--- src/rtl/enc_parity_frame_ctrl_if.sv ---
// Bundle of the requester, codeword and status signals around enc_parity_frame_ctrl.
// The slave modport is the controller's view; the master modport is the client/channel view.
interface enc_parity_frame_ctrl_if #(
   parameter int unsigned NIBBLES = 4
);
   localparam int unsigned W = 4 * NIBBLES;

   logic         a_valid;
   logic         a_ready;
   logic [W-1:0] a_data;
   logic         b_valid;
   logic         b_ready;
   logic [W-1:0] b_data;
   logic         cw_valid;
   logic         cw_ready;
   logic [7:0]   cw_data;
   logic         cw_src;
   logic         cw_last;
   logic         busy;
   logic [7:0]   frames_done;

   modport slave (
      input  a_valid, a_data, b_valid, b_data, cw_ready,
      output a_ready, b_ready, cw_valid, cw_data, cw_src, cw_last, busy, frames_done
   );

   modport master (
      output a_valid, a_data, b_valid, b_data, cw_ready,
      input  a_ready, b_ready, cw_valid, cw_data, cw_src, cw_last, busy, frames_done
   );
endinterface

--- src/rtl/enc_parity_frame_ctrl.sv ---
// Round-robin arbiter feeding one 4-bit Hamming parity encoder from two word
// requesters; emits one 8-bit codeword {parity, nibble} per beat, LSB nibble first.
module enc_parity_frame_ctrl #(
   parameter int unsigned NIBBLES = 4
) (
   input  logic                  clk,
   input  logic                  rst_n,
   enc_parity_frame_ctrl_if.slave bus
);
   localparam int unsigned W        = 4 * NIBBLES;
   localparam logic [2:0]  LAST_IDX = 3'(NIBBLES - 1);

   typedef enum logic [0:0] {
      IDLE = 1'b0,
      SEND = 1'b1
   } state_e;

   // Hamming parity: p0=d3^d2^d1, p1=d2^d1^d0, p2=d3^d1^d0, p3=d3^d2^d0.
   function automatic logic [7:0] enc(input logic [3:0] d);
      logic [3:0] p;
      p[0] = d[3] ^ d[2] ^ d[1];
      p[1] = d[2] ^ d[1] ^ d[0];
      p[2] = d[3] ^ d[1] ^ d[0];
      p[3] = d[3] ^ d[2] ^ d[0];
      return {p, d};
   endfunction

   state_e       state_q, state_d;
   logic         ptr_q, ptr_d;
   logic [W-1:0] shift_q, shift_d;
   logic [2:0]   cnt_q, cnt_d;
   logic         cw_valid_q, cw_valid_d;
   logic [7:0]   cw_data_q, cw_data_d;
   logic         cw_src_q, cw_src_d;
   logic         cw_last_q, cw_last_d;
   logic         busy_q, busy_d;
   logic [7:0]   frames_q, frames_d;

   logic         grant_b;
   logic         any_valid;
   logic [W-1:0] word;

   // Grant selection and the combinational ready strobes (held low during reset).
   always_comb begin
      any_valid   = bus.a_valid | bus.b_valid;
      grant_b     = bus.b_valid & (~bus.a_valid | ptr_q);
      word        = grant_b ? bus.b_data : bus.a_data;
      bus.a_ready = rst_n & (state_q == IDLE) & bus.a_valid & ~grant_b;
      bus.b_ready = rst_n & (state_q == IDLE) & grant_b;
   end

   // Next-state and next-output computation for the frame sequencer.
   always_comb begin
      state_d    = state_q;
      ptr_d      = ptr_q;
      shift_d    = shift_q;
      cnt_d      = cnt_q;
      cw_valid_d = cw_valid_q;
      cw_data_d  = cw_data_q;
      cw_src_d   = cw_src_q;
      cw_last_d  = cw_last_q;
      frames_d   = frames_q;
      unique case (state_q)
         IDLE: begin
            if (any_valid) begin
               shift_d    = word >> 4;
               cw_data_d  = enc(word[3:0]);
               cw_src_d   = grant_b;
               cw_last_d  = (NIBBLES == 1);
               cnt_d      = '0;
               cw_valid_d = 1'b1;
               ptr_d      = ~grant_b;
               state_d    = SEND;
            end
         end
         SEND: begin
            if (cw_ready_hs()) begin
               if (cnt_q != LAST_IDX) begin
                  cw_data_d = enc(shift_q[3:0]);
                  shift_d   = shift_q >> 4;
                  cnt_d     = cnt_q + 3'd1;
                  cw_last_d = ((cnt_q + 3'd1) == LAST_IDX);
               end else begin
                  cw_valid_d = 1'b0;
                  cw_last_d  = 1'b0;
                  frames_d   = frames_q + 8'd1;
                  state_d    = IDLE;
               end
            end
         end
         default: state_d = IDLE;
      endcase
      busy_d = (state_d == SEND);
   end

   function automatic logic cw_ready_hs();
      return cw_valid_q & bus.cw_ready;
   endfunction

   // State and registered outputs; reset discards any frame in flight.
   always_ff @(posedge clk or negedge rst_n) begin
      if (!rst_n) begin
         state_q    <= IDLE;
         ptr_q      <= 1'b0;
         shift_q    <= '0;
         cnt_q      <= '0;
         cw_valid_q <= 1'b0;
         cw_data_q  <= '0;
         cw_src_q   <= 1'b0;
         cw_last_q  <= 1'b0;
         busy_q     <= 1'b0;
         frames_q   <= '0;
      end else begin
         state_q    <= state_d;
         ptr_q      <= ptr_d;
         shift_q    <= shift_d;
         cnt_q      <= cnt_d;
         cw_valid_q <= cw_valid_d;
         cw_data_q  <= cw_data_d;
         cw_src_q   <= cw_src_d;
         cw_last_q  <= cw_last_d;
         busy_q     <= busy_d;
         frames_q   <= frames_d;
      end
   end

   assign bus.cw_valid    = cw_valid_q;
   assign bus.cw_data     = cw_data_q;
   assign bus.cw_src      = cw_src_q;
   assign bus.cw_last     = cw_last_q;
   assign bus.busy        = busy_q;
   assign bus.frames_done = frames_q;

endmodule

--- src/flat_wrapper.sv ---
// flat-port wrapper written by rule: the top's interface ports become plain ports
module enc_parity_frame_ctrl_flat 
#(
   parameter int unsigned NIBBLES = 4
)
  (clk, rst_n, bus_a_valid, bus_a_data, bus_b_valid, bus_b_data, bus_cw_ready, bus_a_ready, bus_b_ready, bus_cw_valid, bus_cw_data, bus_cw_src, bus_cw_last, bus_busy, bus_frames_done);
  enc_parity_frame_ctrl_if #(.NIBBLES(NIBBLES)) bus_i ();
  input  logic clk;
  input  logic rst_n;
  input wire logic [$bits(bus_i.a_valid)-1:0] bus_a_valid;
  input wire logic [$bits(bus_i.a_data)-1:0] bus_a_data;
  input wire logic [$bits(bus_i.b_valid)-1:0] bus_b_valid;
  input wire logic [$bits(bus_i.b_data)-1:0] bus_b_data;
  input wire logic [$bits(bus_i.cw_ready)-1:0] bus_cw_ready;
  output wire logic [$bits(bus_i.a_ready)-1:0] bus_a_ready;
  output wire logic [$bits(bus_i.b_ready)-1:0] bus_b_ready;
  output wire logic [$bits(bus_i.cw_valid)-1:0] bus_cw_valid;
  output wire logic [$bits(bus_i.cw_data)-1:0] bus_cw_data;
  output wire logic [$bits(bus_i.cw_src)-1:0] bus_cw_src;
  output wire logic [$bits(bus_i.cw_last)-1:0] bus_cw_last;
  output wire logic [$bits(bus_i.busy)-1:0] bus_busy;
  output wire logic [$bits(bus_i.frames_done)-1:0] bus_frames_done;
  assign bus_i.a_valid = bus_a_valid;
  assign bus_i.a_data = bus_a_data;
  assign bus_i.b_valid = bus_b_valid;
  assign bus_i.b_data = bus_b_data;
  assign bus_i.cw_ready = bus_cw_ready;
  assign bus_a_ready = bus_i.a_ready;
  assign bus_b_ready = bus_i.b_ready;
  assign bus_cw_valid = bus_i.cw_valid;
  assign bus_cw_data = bus_i.cw_data;
  assign bus_cw_src = bus_i.cw_src;
  assign bus_cw_last = bus_i.cw_last;
  assign bus_busy = bus_i.busy;
  assign bus_frames_done = bus_i.frames_done;
  enc_parity_frame_ctrl #(.NIBBLES(NIBBLES)) u_core (.clk(clk), .rst_n(rst_n), .bus(bus_i));
endmodule
--- config.mk ---
export PLATFORM = sky130hd
export DESIGN_NAME = enc_parity_frame_ctrl_flat
export DESIGN_NICKNAME = d
export VERILOG_FILES = /design/src/rtl/enc_parity_frame_ctrl_if.sv /design/src/rtl/enc_parity_frame_ctrl.sv /design/src/flat_wrapper.sv
export SDC_FILE = /design/constraint.sdc
export NUM_CORES = 1
export LEC_CHECK = 0
export CAP_MARGIN = 40
export CORE_MARGIN = 2
export CORE_UTILIZATION = 35
export DETAILED_ROUTE_END_ITERATION = 10
export DONT_BUFFER_PORTS = 1
export HOLD_SLACK_MARGIN = 0.02
export REMOVE_ABC_BUFFERS = 1
export SYNTH_ARGS = -nofsm -noshare
export SYNTH_HDL_FRONTEND = slang
export SYNTH_SLANG_ARGS = --single-unit
--- constraint.sdc ---
create_clock -name clk -period 1.5 [get_ports clk]
set_input_delay 0.3 -clock clk [delete_from_list [all_inputs] [get_ports clk]]
set_output_delay 0.3 -clock clk [all_outputs]
set_load 0.01 [all_outputs]
==> results.md <==
STA:
- Once routing completed, OpenROAD measured the worst setup slack at -39.7 ps.
- The relative max-transition margin is 0.779.
- The transition at the pin with the smallest max-transition slack is 331 ps.
- The smallest clock period supported by the final layout is computed as between 1500 and 2000 ps.
- Based on the critical path, the design can be clocked at up to 0.649 GHz.
- The post-route clock period utilization is 1.03.
- The count of endpoints failing hold in the final timing report is 0.
- The clock arrives with 5.46 ps of skew.
- The total count of max-transition violations in the final report was 0.
- Setup repair after global routing could not meet its margin everywhere.
- The final-report setup violation count is 17.
- Hold timing on the final database bottoms out at a slack of 116 ps.

Synthesis:
- For this run, the leading register cell type out of synthesis is sky130_fd_sc_hd__dfrtp_1.
- After synthesis the netlist holds a flip-flop and latch count of 36.
- After technology mapping, the gate count stands at 208.
- By count the netlist is led by sky130_fd_sc_hd__dfrtp_1 (36), sky130_fd_sc_hd__nand2_1 (36), sky130_fd_sc_hd__xnor2_1 (22).
- The sequential share of the synthesized area is 0.455.
- Ranked by total cell area, the synthesized netlist is headed by sky130_fd_sc_hd__dfrtp_1 (45%), sky130_fd_sc_hd__xnor2_1 (9.7%), sky130_fd_sc_hd__nand2_1 (6.8%).
- The number of different library cells in the post-synthesis netlist is 30.
- The fraction of registers with async set or reset after synthesis is 1.00.
- The count of synthesis-stage warnings from yosys is 0.
- In this run, synthesis inferred 0 flip-flops with an integrated enable.
- The top-area cell type share of the netlist area is 0.455.
- The leading area contributor after synthesis is sky130_fd_sc_hd__dfrtp_1.
- After synthesis the cells add up to 0.00198 sq mm.
- A synthesized cell averages 9.53 sq um.

Route:
- For this run, the detailed router's first-pass iteration total came to 4.
- The total wire length is just under 5 mm.
- In this run, the number of DRC markers left after iteration 0 of detailed routing was 30.
- The detail-routed via count per cell is between 5 and 6.
- For this run, design rule violations remaining after detail routing come to 0.
- After detailed routing, the average wire length per cell comes to around 16 um.
- The number of nets still failing antenna checks after routing is 0.
- For this block, the via count after detailed routing is 1660.

Global route:
- For met2 alone, demand over resource in global routing was 0.285.
- The first-pass GRT wire length is around 8.1 mm.
- In the global route stage, overall resource usage came out at 0.167.
- The pin count of the biggest net entering global routing is 37.
- The initial antenna violation count is 0.
- For met1 alone, demand over resource in global routing was 0.202.
- The busiest metal layer after global routing is met2.
- The via count of the first global-routing pass came to 1613.
- The residual overflow from global routing is 0.
- For met3 alone, demand over resource in global routing was 0.0580.

Cells and area:
- The layout-stage area growth over the synthesis result is 27.7%.
- The finished cells cover 0.00253 sq mm.
- The number of diodes added for antenna fixing is 0.
- The net count of the finished layout is around 280.
- In the final layout, the share of cells above drive strength 1 is 0.275.
- The final instance count without filler cells is 312.

Power and ir drop:
- The power per standard cell area is roughly 1700 mW/mm^2.
- For this design the static power due to leakage is between 0.001 and 0.0015 uW.
- Of the total power, the clock network draws 0.178.
- The internal power of the cells totals around 2700 uW.
- The total net switching power is roughly 1600 uW.
- The peak supply drop is 0.000709 V.
- The combinational share of power is 0.438.
- After layout, the design draws a total of 4240 uW.
- Of the total power, the share spent switching nets is 0.368.
- Of the total power, registers draw 0.384.

Worst setup path:
- The signal arrival time at the worst endpoint is 1240 ps.
- For this run, the slowest stage of the critical path takes between 300 and 400 ps.
- The slowest stage of the critical path belongs to the cell sky130_fd_sc_hd__dfrtp_1.
- STA classifies the critical path endpoint as a primary output.
- The category of the most critical setup path is reg -> out.
- At the worst endpoint, the required time is 1200 ps.
- Counting both buffers and inverters, the worst setup path holds a total of 1.
- The biggest fanout along the worst timing path is 3.
- Traced cell by cell, the critical path runs through nand2b_4 -> buf_6 -> and2_4 -> and3_4.
- The kind of cell adding the most delay to the critical path is simple AND/OR/NAND/NOR gates.
- The type of origin of the critical path is a register.

Clocking:
- The clock input transition at the sequential cells of the worst setup and hold paths is ~70 ps.
- The tree built by TritonCTS fans out to 36 sinks.
- The CTS tree is built.
- The root buffer cell chosen for the clock tree is sky130_fd_sc_hd__clkbuf_8.
- In this run, CTS created clock tree buffers numbering 5.
- The clock insertion delay at the later pin of the skew report is 280 ps.
- The clock tree synthesis step divided the H-tree into 2 levels.
- The maximum clock path buffer count is 2.

Floorplanning:
- The number of core rows is 27.
- The die is 79.3 um tall.
- In this run the horizontal extent of the chip is 79.3 um.
- The I/O pin count is 59.
- The die covers 0.00628 sq mm.
- The starting density of the core is 0.362.
- The placeable core region is 0.00547 sq mm.

Status:
- The final reports fail on negative setup slack.
- The run finished, with violations left.

Place:
- In this run, placement finished with an instance count of 291.
- OpenSTA, run right after detailed placement, puts the worst setup slack at -87.4 ps.
- After detailed placement, the total cell area comes to 0.00221 sq mm.
- The post-detailed-placement half-perimeter wirelength is 3.49 mm.
- In this run the tool buffered the top-level ports with 0 buffer cells.
- The routability congestion estimate from global placement is 0.801.

Worst hold path:
- The tightest min-delay check is of the in -> reg type.

Flow run:
- The number of max-capacitance violations reported is 0.
## path summary, 6_finish.rpt
path	startpoint	endpoint	slack, ps	depth (start not counted)
worst max-delay path	u_core.ptr_q$_DFFE_PN0P_	bus_b_ready	-40	4
worst min-delay path	bus_b_valid	u_core.ptr_q$_DFFE_PN0P_	120	1
worst max register to register	u_core.cnt_q[1]$_DFFE_PN0P_	u_core.bus.cw_data[0]$_DFFE_PN0P_	-30	7
worst min register to register	u_core.shift_q[4]$_DFFE_PN0P_	u_core.shift_q[4]$_DFFE_PN0P_	480	2
max in group asynchronous	rst_n	u_core.shift_q[4]$_DFFE_PN0P_	830	2
min in group asynchronous	rst_n	u_core.bus.cw_data[7]$_DFFE_PN0P_	480	2
## power groups by stage
stage / sequential (uW) / combinational (uW) / clock (uW)
after global routing: 1670 / 2070 / 826
after global placement: 1640 / 1490 / 0
after CTS: 1620 / 1690 / 774
after detailed placement: 1640 / 1520 / 0
after floorplan: 1630 / 897 / 0
final: 1630 / 1850 / 754
## cells by family after synthesis
logic type / synth area share
muxes: 0.0202
and+or+nand+nor: 0.177
adders and majority gates: 0.0253
AOI/OAI and AO/OA: 0.172
DFF: 0.455
buffers and inverters: 0.0404
xor gates and xnor gates: 0.110
## timing repair
action | CTS | global route
buffers inserted | 5 | 7
hold buffers | 2 | 0
pin swaps | 6 | 4
gates resized for setup | 21 | 13
hold endpoints to repair | 36 | 0
setup endpoints to repair | 28 | 28
## worst reg2reg max path: stages (launching register included)
cell                       delay [ps]
sky130_fd_sc_hd__dfrtp_1          380
sky130_fd_sc_hd__ha_2             200
sky130_fd_sc_hd__ha_4             160
sky130_fd_sc_hd__nand4b_4         190
sky130_fd_sc_hd__and2_4           210
sky130_fd_sc_hd__buf_12           140
sky130_fd_sc_hd__nand2_1           70
sky130_fd_sc_hd__o21ai_1           60
## metal layers
metal	vias up	share of wire
li1	797	-
met1	805	0.43
met2	56	0.50
met3	2	0.065
met4	0	0.0030
met5	-	0
## cell type report
cell class,count,area [sq um]
Clock buffer,7,96.3
Tap cell,72,90.1
Fill cell,553,2940
Inverter,3,15.0
Sequential cell,36,901
Multi-Input combinational cell,158,1090
Timing Repair Buffer,36,334
## per-stage QoR
stage	util	setup TNS (ps)
2_1_floorplan	-	-5580
3_3_place_gp	0.403	-473
3_5_place_dp	0.403	-1340
4_1_cts	0.443	-106
5_1_grt	0.463	-1840
6_report	0.463	-321
## state kept, by name (all words and copies together), names as in the netlist
register	count
u_core.bus.cw_last	1
u_core.bus.cw_data	8
u_core.shift_q	12
u_core.cnt_q	3
u_core.bus.frames_done	8
u_core.bus.cw_src	1
u_core.state_q	1
u_core.bus.cw_valid	1
u_core.ptr_q	1
## cells in the final DEF (no fill, tap or decap), types with 3 or more instances in the layout
master | Yosys | final
sky130_fd_sc_hd__a211oi_1 | 12 | 12
sky130_fd_sc_hd__a21oi_1 | 6 | 6
sky130_fd_sc_hd__a31oi_1 | 3 | 3
sky130_fd_sc_hd__and3_1 | 13 | 12
sky130_fd_sc_hd__buf_12 | 0 | 4
sky130_fd_sc_hd__buf_4 | 3 | 29
sky130_fd_sc_hd__clkbuf_8 | 0 | 7
sky130_fd_sc_hd__dfrtp_1 | 36 | 36
sky130_fd_sc_hd__mux2i_1 | 4 | 4
sky130_fd_sc_hd__nand2_1 | 36 | 32
sky130_fd_sc_hd__nand3_1 | 4 | 4
sky130_fd_sc_hd__o21ai_0 | 21 | 13
sky130_fd_sc_hd__o21ai_1 | 10 | 17
sky130_fd_sc_hd__o22ai_2 | 0 | 3
sky130_fd_sc_hd__xnor2_1 | 22 | 22
Note: power is estimated with default switching activity, not from simulation.
